[config.mk]
export PLATFORM = sky130hd
export DESIGN_NAME = eth_rx_word_packer
export DESIGN_NICKNAME = d
export VERILOG_FILES = /design/src/rtl/eth_rx_word_packer_pkg.sv /design/src/rtl/eth_axis_out_reg.sv /design/src/rtl/eth_rx_word_packer.sv
export SDC_FILE = /design/constraint.sdc
export NUM_CORES = 1
export LEC_CHECK = 0
export CORE_ASPECT_RATIO = 0.5
export CORE_MARGIN = 1.5
export CORE_UTILIZATION = 45
export CTS_CLUSTER_DIAMETER = 120
export DETAILED_ROUTE_END_ITERATION = 10
export PLACE_DENSITY = 0.77
export SLEW_MARGIN = 20
export SYNTH_ARGS = -nofsm -noshare
export SYNTH_HDL_FRONTEND = slang
export SYNTH_HIERARCHICAL = 1
export SYNTH_SLANG_ARGS = --single-unit
[constraint.sdc]
create_clock -name axi_tclk_i -period 9.5 [get_ports axi_tclk_i]
set_input_delay 0.95 -clock axi_tclk_i [delete_from_list [all_inputs] [get_ports axi_tclk_i]]
set_output_delay 0.95 -clock axi_tclk_i [all_outputs]
set_load 0.05 [all_outputs]
[src/rtl/eth_rx_word_packer_pkg.sv]
// Shared Ethernet receive-path definitions: packer FSM encoding, output word
// layout and the tkeep lookup used when a frame ends on a partial word.
package eth_rx_word_packer_pkg;

  typedef enum logic [1:0] {
    ST_IDLE = 2'd0,
    ST_PACK = 2'd1,
    ST_DROP = 2'd2
  } rx_state_e;

  typedef struct packed {
    logic [31:0] data;
    logic [3:0]  keep;
    logic        last;
  } axis_word_t;

  // Indexed by the lane of the final byte in the word (0 = one valid byte).
  localparam logic [3:0] KEEP_BE [4] = '{4'b1000, 4'b1100, 4'b1110, 4'b1111};
  localparam logic [3:0] KEEP_LE [4] = '{4'b0001, 4'b0011, 4'b0111, 4'b1111};

  function automatic logic [3:0] keep_for_lane(input logic [1:0] lane,
                                               input logic       big_endian);
    return big_endian ? KEEP_BE[lane] : KEEP_LE[lane];
  endfunction

endpackage

[src/rtl/eth_axis_out_reg.sv]
// Single-entry AXI-Stream output register; free_o tells the packer whether a
// new word may be loaded this cycle (empty, or current word leaving now).
module eth_axis_out_reg
  import eth_rx_word_packer_pkg::*;
(
  input  logic        axi_tclk_i,
  input  logic        axi_tresetn_i,
  input  logic        load_i,
  input  axis_word_t  word_i,
  output logic        free_o,
  input  logic        m_axis_tready,
  output logic [31:0] m_axis_tdata,
  output logic [3:0]  m_axis_tkeep,
  output logic        m_axis_tvalid,
  output logic        m_axis_tlast
);

  logic       valid_q, valid_d;
  axis_word_t word_q, word_d;

  assign free_o = ~valid_q | m_axis_tready;

  // NOTE: every variable gets its hold value first so no path leaves it
  // unassigned; otherwise always_comb would describe a latch.
  always_comb begin
    valid_d = valid_q;
    word_d  = word_q;
    if (load_i) begin
      valid_d = 1'b1;
      word_d  = word_i;
    end else if (m_axis_tready) begin
      valid_d = 1'b0;
    end
  end

  // NOTE: state registers use non-blocking assignments so all flops sample
  // their _d values from the same edge regardless of statement order.
  always_ff @(posedge axi_tclk_i or posedge axi_tresetn_i) begin
    if (axi_tresetn_i) begin
      valid_q <= 1'b0;
      word_q  <= '0;
    end else begin
      valid_q <= valid_d;
      word_q  <= word_d;
    end
  end

  assign m_axis_tvalid = valid_q;
  assign m_axis_tdata  = word_q.data;
  assign m_axis_tkeep  = word_q.keep;
  assign m_axis_tlast  = word_q.last;

endmodule

[src/rtl/eth_rx_word_packer.sv]
// Packs decoded RX payload bytes into 32-bit AXI-Stream words, truncating
// frames longer than MAX_BYTES and reporting per-frame length/status.
module eth_rx_word_packer
  import eth_rx_word_packer_pkg::*;
#(
  parameter logic [15:0] MAX_BYTES  = 16'd1500,
  parameter logic        BIG_ENDIAN = 1'b1
) (
  input  logic        axi_tclk_i,
  input  logic        axi_tresetn_i,
  input  logic        enable_i,
  input  logic [7:0]  s_axis_tdata,
  input  logic        s_axis_tvalid,
  input  logic        s_axis_tlast,
  output logic        s_axis_tready,
  output logic [31:0] m_axis_tdata,
  output logic [3:0]  m_axis_tkeep,
  output logic        m_axis_tvalid,
  output logic        m_axis_tlast,
  input  logic        m_axis_tready,
  output logic [15:0] byte_count_o,
  output logic        frame_done_o,
  output logic        frame_trunc_o
);

  rx_state_e   state_q, state_d;
  logic [1:0]  lane_q, lane_d;
  logic [15:0] count_q, count_d;
  logic [15:0] byte_count_q, byte_count_d;
  logic [31:0] asm_q, asm_d;
  logic        done_q, done_d;
  logic        trunc_q, trunc_d;

  logic        out_free;
  logic        load;
  axis_word_t  load_word;
  logic        byte_beat;
  logic [15:0] count_inc;
  logic        hit_max;
  logic        would_load;
  logic [1:0]  slot;
  logic [31:0] asm_next;

  // Datapath view of the current byte: where it lands and whether it ends a word.
  always_comb begin
    count_inc  = (count_q == 16'hFFFF) ? count_q : count_q + 16'd1;
    hit_max    = (count_inc == MAX_BYTES);
    would_load = (lane_q == 2'd3) | s_axis_tlast | hit_max;
    slot       = BIG_ENDIAN ? ~lane_q : lane_q;
    asm_next   = asm_q;
    asm_next[{slot, 3'b000} +: 8] = s_axis_tdata;
  end

  always_comb begin
    s_axis_tready = 1'b0;
    case (state_q)
      ST_IDLE: s_axis_tready = enable_i & out_free;
      ST_PACK: s_axis_tready = ~would_load | out_free;
      ST_DROP: s_axis_tready = 1'b1;
      default: s_axis_tready = 1'b0;
    endcase
    if (axi_tresetn_i) s_axis_tready = 1'b0;
  end

  assign byte_beat = s_axis_tvalid & s_axis_tready;

  always_comb begin
    state_d        = state_q;
    lane_d         = lane_q;
    count_d        = count_q;
    asm_d          = asm_q;
    byte_count_d   = byte_count_q;
    done_d         = 1'b0;
    trunc_d        = 1'b0;
    load           = 1'b0;
    load_word.data = asm_next;
    load_word.keep = keep_for_lane(lane_q, BIG_ENDIAN);
    load_word.last = s_axis_tlast | hit_max;

    if (byte_beat) begin
      count_d = count_inc;
      case (state_q)
        ST_IDLE, ST_PACK: begin
          lane_d = lane_q + 2'd1;
          asm_d  = asm_next;
          // Clearing on load keeps unused lanes of a short final word at zero.
          if (would_load) begin
            load  = 1'b1;
            asm_d = '0;
          end
          if (s_axis_tlast)  state_d = ST_IDLE;
          else if (hit_max)  state_d = ST_DROP;
          else               state_d = ST_PACK;
        end
        ST_DROP: begin
          if (s_axis_tlast) state_d = ST_IDLE;
        end
        default: state_d = ST_IDLE;
      endcase

      if (s_axis_tlast) begin
        lane_d       = 2'd0;
        count_d      = '0;
        byte_count_d = count_inc;
        done_d       = 1'b1;
        trunc_d      = (state_q == ST_DROP);
      end
    end
  end

  always_ff @(posedge axi_tclk_i or posedge axi_tresetn_i) begin
    if (axi_tresetn_i) begin
      state_q      <= ST_IDLE;
      lane_q       <= '0;
      count_q      <= '0;
      asm_q        <= '0;
      byte_count_q <= '0;
      done_q       <= 1'b0;
      trunc_q      <= 1'b0;
    end else begin
      state_q      <= state_d;
      lane_q       <= lane_d;
      count_q      <= count_d;
      asm_q        <= asm_d;
      byte_count_q <= byte_count_d;
      done_q       <= done_d;
      trunc_q      <= trunc_d;
    end
  end

  eth_axis_out_reg u_out_reg (
    .axi_tclk_i    (axi_tclk_i),
    .axi_tresetn_i (axi_tresetn_i),
    .load_i        (load),
    .word_i        (load_word),
    .free_o        (out_free),
    .m_axis_tready (m_axis_tready),
    .m_axis_tdata  (m_axis_tdata),
    .m_axis_tkeep  (m_axis_tkeep),
    .m_axis_tvalid (m_axis_tvalid),
    .m_axis_tlast  (m_axis_tlast)
  );

  assign byte_count_o  = byte_count_q;
  assign frame_done_o  = done_q;
  assign frame_trunc_o = trunc_q;

endmodule

==> parameters.txt <==
Parameter                              Value

Power
  Logic gate share of total power    38.8%
  Fraction of power spent switching nets    between 30% and 40%
  Worst supply voltage drop on vdd    0.000110 V
  Cell leakage power    ~3.0 nW
  Internal power component    approximately 1.0 mW
  Psw    0.675 mW
  Sequential fraction of design power    36.7%
  Pwr Density    251 mW/mm²
  Total power    1.70 mW
  Clk pwr share    between 20% and 30%

STA
  Final setup vio count    0
  Final Cycle Share    53.3%
  RSZ-0062 raised after global routing    false
  Actual transition at the worst max-transition pin    1.02 ns
  Final hold violation count    0
  Final sum of negative setup slack    0 ns
  Final Skew    ~0.011 ns
  Highest clock rate    between 0.15 and 0.2 GHz
  Worst rel slew slack    31.6%
  Time the worst path needs with I/O delays and setup    5.06 ns
  Number of pins exceeding their max-slew limit in the final report    0

Place
  Placer Congestion    0.871
  IO buf count    70
  HPWL reported at the end of detailed placement    8570 µm

Floorplan
  Initial Util    47.1%
  I/O pin count    71
  Area of the die    around 0.013 mm²
  Number of placement rows    28
  CORE AREA    0.0121 mm²
  Die width    162 µm
  Die Span Y    82.6 µm

Synth
  XOR/XNOR share of the synthesized area    1.08%
  Synth Net Count    551
  Area fraction of the dominant cell type after synthesis    a little under half
  Gate count after technology mapping    531
  Most common cell in the synthesized netlist    dfrtp_1
  List of most frequent post-synthesis cells    108 x dfrtp_1, 66 x inv_1, 60 x nand2_1
  Largest family of logic cells by synthesized area    compound AO/OA/AOI/OAI gates
  Adder-cell area share of the yosys netlist    between 1 and 1.5%
  Proportion of synthesized area in mux cells    approximately a tenth
  Synth cell types    56
  Cell type contributing the most total cell area after synthesis    dfrtp_1
  Synth Area in Simple Gates    11.4%
  Post-synth EDFFs    0
  Async set-or-reset flop fraction in the synthesized netlist    100%
  Share of the synthesized area in compound gates (AO/OA/AOI/OAI)    20.6%
  Count of warnings emitted by yosys    6
  Post-synthesis area per instance    10.7 µm²
  Synthesized flop and latch total    108
  Dominant register cell in the synthesized netlist    dfrtp_1
  Cell Area, Synth    0.00570 mm²
  Sequential cell area fraction in the yosys report    47.4%
  Top cells by area, synth    dfrtp_1 47%, o2bb2ai_2 7.9%, mux2_4 5.0%

Hold path
  Worst hold path type    flop to flop
  Launch point of the worst hold path    byte_count_o[11]$_DFFE_PP0P_
  Cell count of the worst hold path    2
  Worst Hold End    byte_count_o[11]$_DFFE_PP0P_

Route
  ANT nets after route    0
  Detail-routed via count per cell    approximately 5.3
  Number of detailed-route iterations in the first pass    4
  Detailed-route DRC error count    0
  1st-iter DRT viols    283
  Total via count in the routed design    4044
  Total wire length    12700 µm
  Final routed wire length divided by cell count    16.8 µm

Clock network
  Clock latency reported for the late side of the worst-skew pair    0.35 ns
  Clock root cell    clkbuf_16
  Number of buffers inserted during clock tree synthesis    9
  Count of buffers added by post-CTS timing repair for setup    0
  Clock transition time at the flip-flop clock pins of the worst setup and hold paths    about 0.070 ns
  TritonCTS clock tree    built
  Hold Buf Count CTS    0
  Number of buffers between clock root and the deepest sink    2
  Number of instances resized during post-cts repair    0
  Clock H-tree levels    3
  Number of clock sinks    between 100 and 150

Global routing
  Maximum number of pins on one net before global-route repair    48
  First-pass GRT wire length    ~21000 µm
  Leftover overflow at the end of global routing    0
  Number of antenna violations at the first check in global routing    0
  Global-route total usage across every layer    20.3%
  Vias in the first global route    4061

Finish
  Final layout net count    606
  Layout cell share with drive strength beyond 1    18.1%
  Number of filler instances in the final layout    1052
  Antenna diode count    0
  Area growth from synthesis to layout    19.3%

Critical path
  Reg2reg setup slack    approximately 5.3 ns
  FF-to-FF path depth    10
  Count of buffer and inverter cells on the critical path    1
  Top cell family by delay on the critical path    simple AND/OR/NAND/NOR gates
  Worst r2r dst    count_q[7]$_DFFE_PP0P_
  Critical path data arrival time    4.11 ns
  Cells along the critical path    ha_1 > nand4_1 > or4_4 > mux2i_4 > nand4_2 > o31ai_4 > o21bai_2 > clkdlybuf4s50_1
  Worst reg2reg startpoint    count_q[0]$_DFFE_PP0P_
  Worst Setup Path Type    flop to output pin
  Required time of the critical path    8.55 ns
  Crit start category    flop
  Slowest library cell on the worst path    clkdlybuf4s50_1
  Category of the worst setup path capture point    output pin
  Maximum fanout along the worst path    13
  Peak per-stage delay on the critical path    0.73 ns

Flow run
  Max Cap Violations    0

Status
  Outcome    completed
## cells in the final DEF (no fill, tap or decap), types with 19 or more instances in the layout
| cell type | netlist | routed |
|---|---|---|
| o2bb2ai_2 | 30 | 30 |
| nor2_1 | 23 | 23 |
| clkdlybuf4s50_1 | 0 | 70 |
| o21a_1 | 25 | 25 |
| inv_1 | 66 | 65 |
| mux2_2 | 19 | 19 |
| mux2_4 | 19 | 19 |
| nand2_1 | 60 | 60 |
| o21ai_0 | 28 | 28 |
| dfrtp_1 | 108 | 108 |
## stage by stage
stage | util (%) | instances | setup WS, ns | cell area (µm²) | hold slack, ns
global route | 56.2 | 756 | 4.28 | 6800 | 0.518
CTS | 56.2 | 756 | 4.47 | 6790 | 0.486
floorplan | - | 531 | 6.11 | 5700 | 0.457
detailed placement | 53.4 | 740 | 4.85 | 6460 | 0.470
global placement | 53.4 | 740 | 4.98 | 6450 | 0.463
finish | 56.2 | 756 | 4.44 | 6800 | 0.485
## how the worst max path moves through the flow
stage	startpoint	end	slack, ns	depth (start not counted)
after global routing	count_q[0]$_DFFE_PP0P_	s_axis_tready	4.28	8
after global placement	count_q[0]$_DFFE_PP0P_	s_axis_tready	4.98	8
after detailed placement	count_q[0]$_DFFE_PP0P_	s_axis_tready	4.85	8
final	count_q[0]$_DFFE_PP0P_	s_axis_tready	4.44	8
after floorplan	count_q[1]$_DFFE_PP0P_	s_axis_tready	6.11	9
after CTS	count_q[0]$_DFFE_PP0P_	s_axis_tready	4.47	8
## area by class of cell
type	count	area, µm²	share of cell area (%)
Tap cell	165	206	3.04
Multi-Input combinational cell	324	2560	37.7
Clock buffer	9	225	3.31
Timing Repair Buffer	76	746	11.0
Clock inverter	7	105	1.55
Inverter	67	251	3.70
Sequential cell	108	2700	39.8
## kinds of logic (layout without fill, tap and decap cells)
| kind of cell | Yosys count | after routing |
|---|---|---|
| mux | 44 | 44 |
| flops | 108 | 108 |
| xor+xnor | 7 | 7 |
| buf+inv | 99 | 159 |
| compound gates | 131 | 131 |
| simple gates | 135 | 135 |
| other cells | 1 | 1 |
| fa+ha+maj | 6 | 6 |
## flip-flops by register name, indices dropped and copies added, names as in the netlist
signal,cells
count_q,16
u_out_reg/m_axis_tlast,1
u_out_reg/m_axis_tkeep,4
u_out_reg/m_axis_tdata,32
state_q,2
byte_count_o,16
asm_q,32
frame_done_o,1
lane_q,2
u_out_reg/m_axis_tvalid,1
frame_trunc_o,1
## power groups by stage
| stage | registers [mW] | clock network, mW | logic [mW] |
|---|---|---|---|
| final | 0.625 | 0.417 | 0.662 |
| after global routing | 0.639 | 0.442 | 0.706 |
| after CTS | 0.626 | 0.422 | 0.664 |
| after detailed placement | 0.633 | 0 | 0.661 |
| after global placement | 0.630 | 0 | 0.653 |
| after floorplan | 0.789 | 0 | 0.311 |
## routing by layer
layer  vias to the layer above  global-route usage [%]  share of wire [%]
met5                         -                       0                  0
met4                         0                    5.05               0.89
met3                        11                    4.20                3.1
met2                        67                    35.2                 48
met1                      2017                    26.5                 48
li1                       1949                       -                  -
## worst reg2reg max path: stages, from the launching register on
cell     delay, ns
dfrtp_1       0.53
ha_1          0.38
nand4_1       0.51
or4_4         0.70
a21oi_1       0.21
nand3_1       0.19
a22o_1        0.25
nor2_1        0.74
buf_4         0.35
nor3_1        0.07
o22a_1        0.18
No activity file was read; power rests on OpenSTA's default activity.
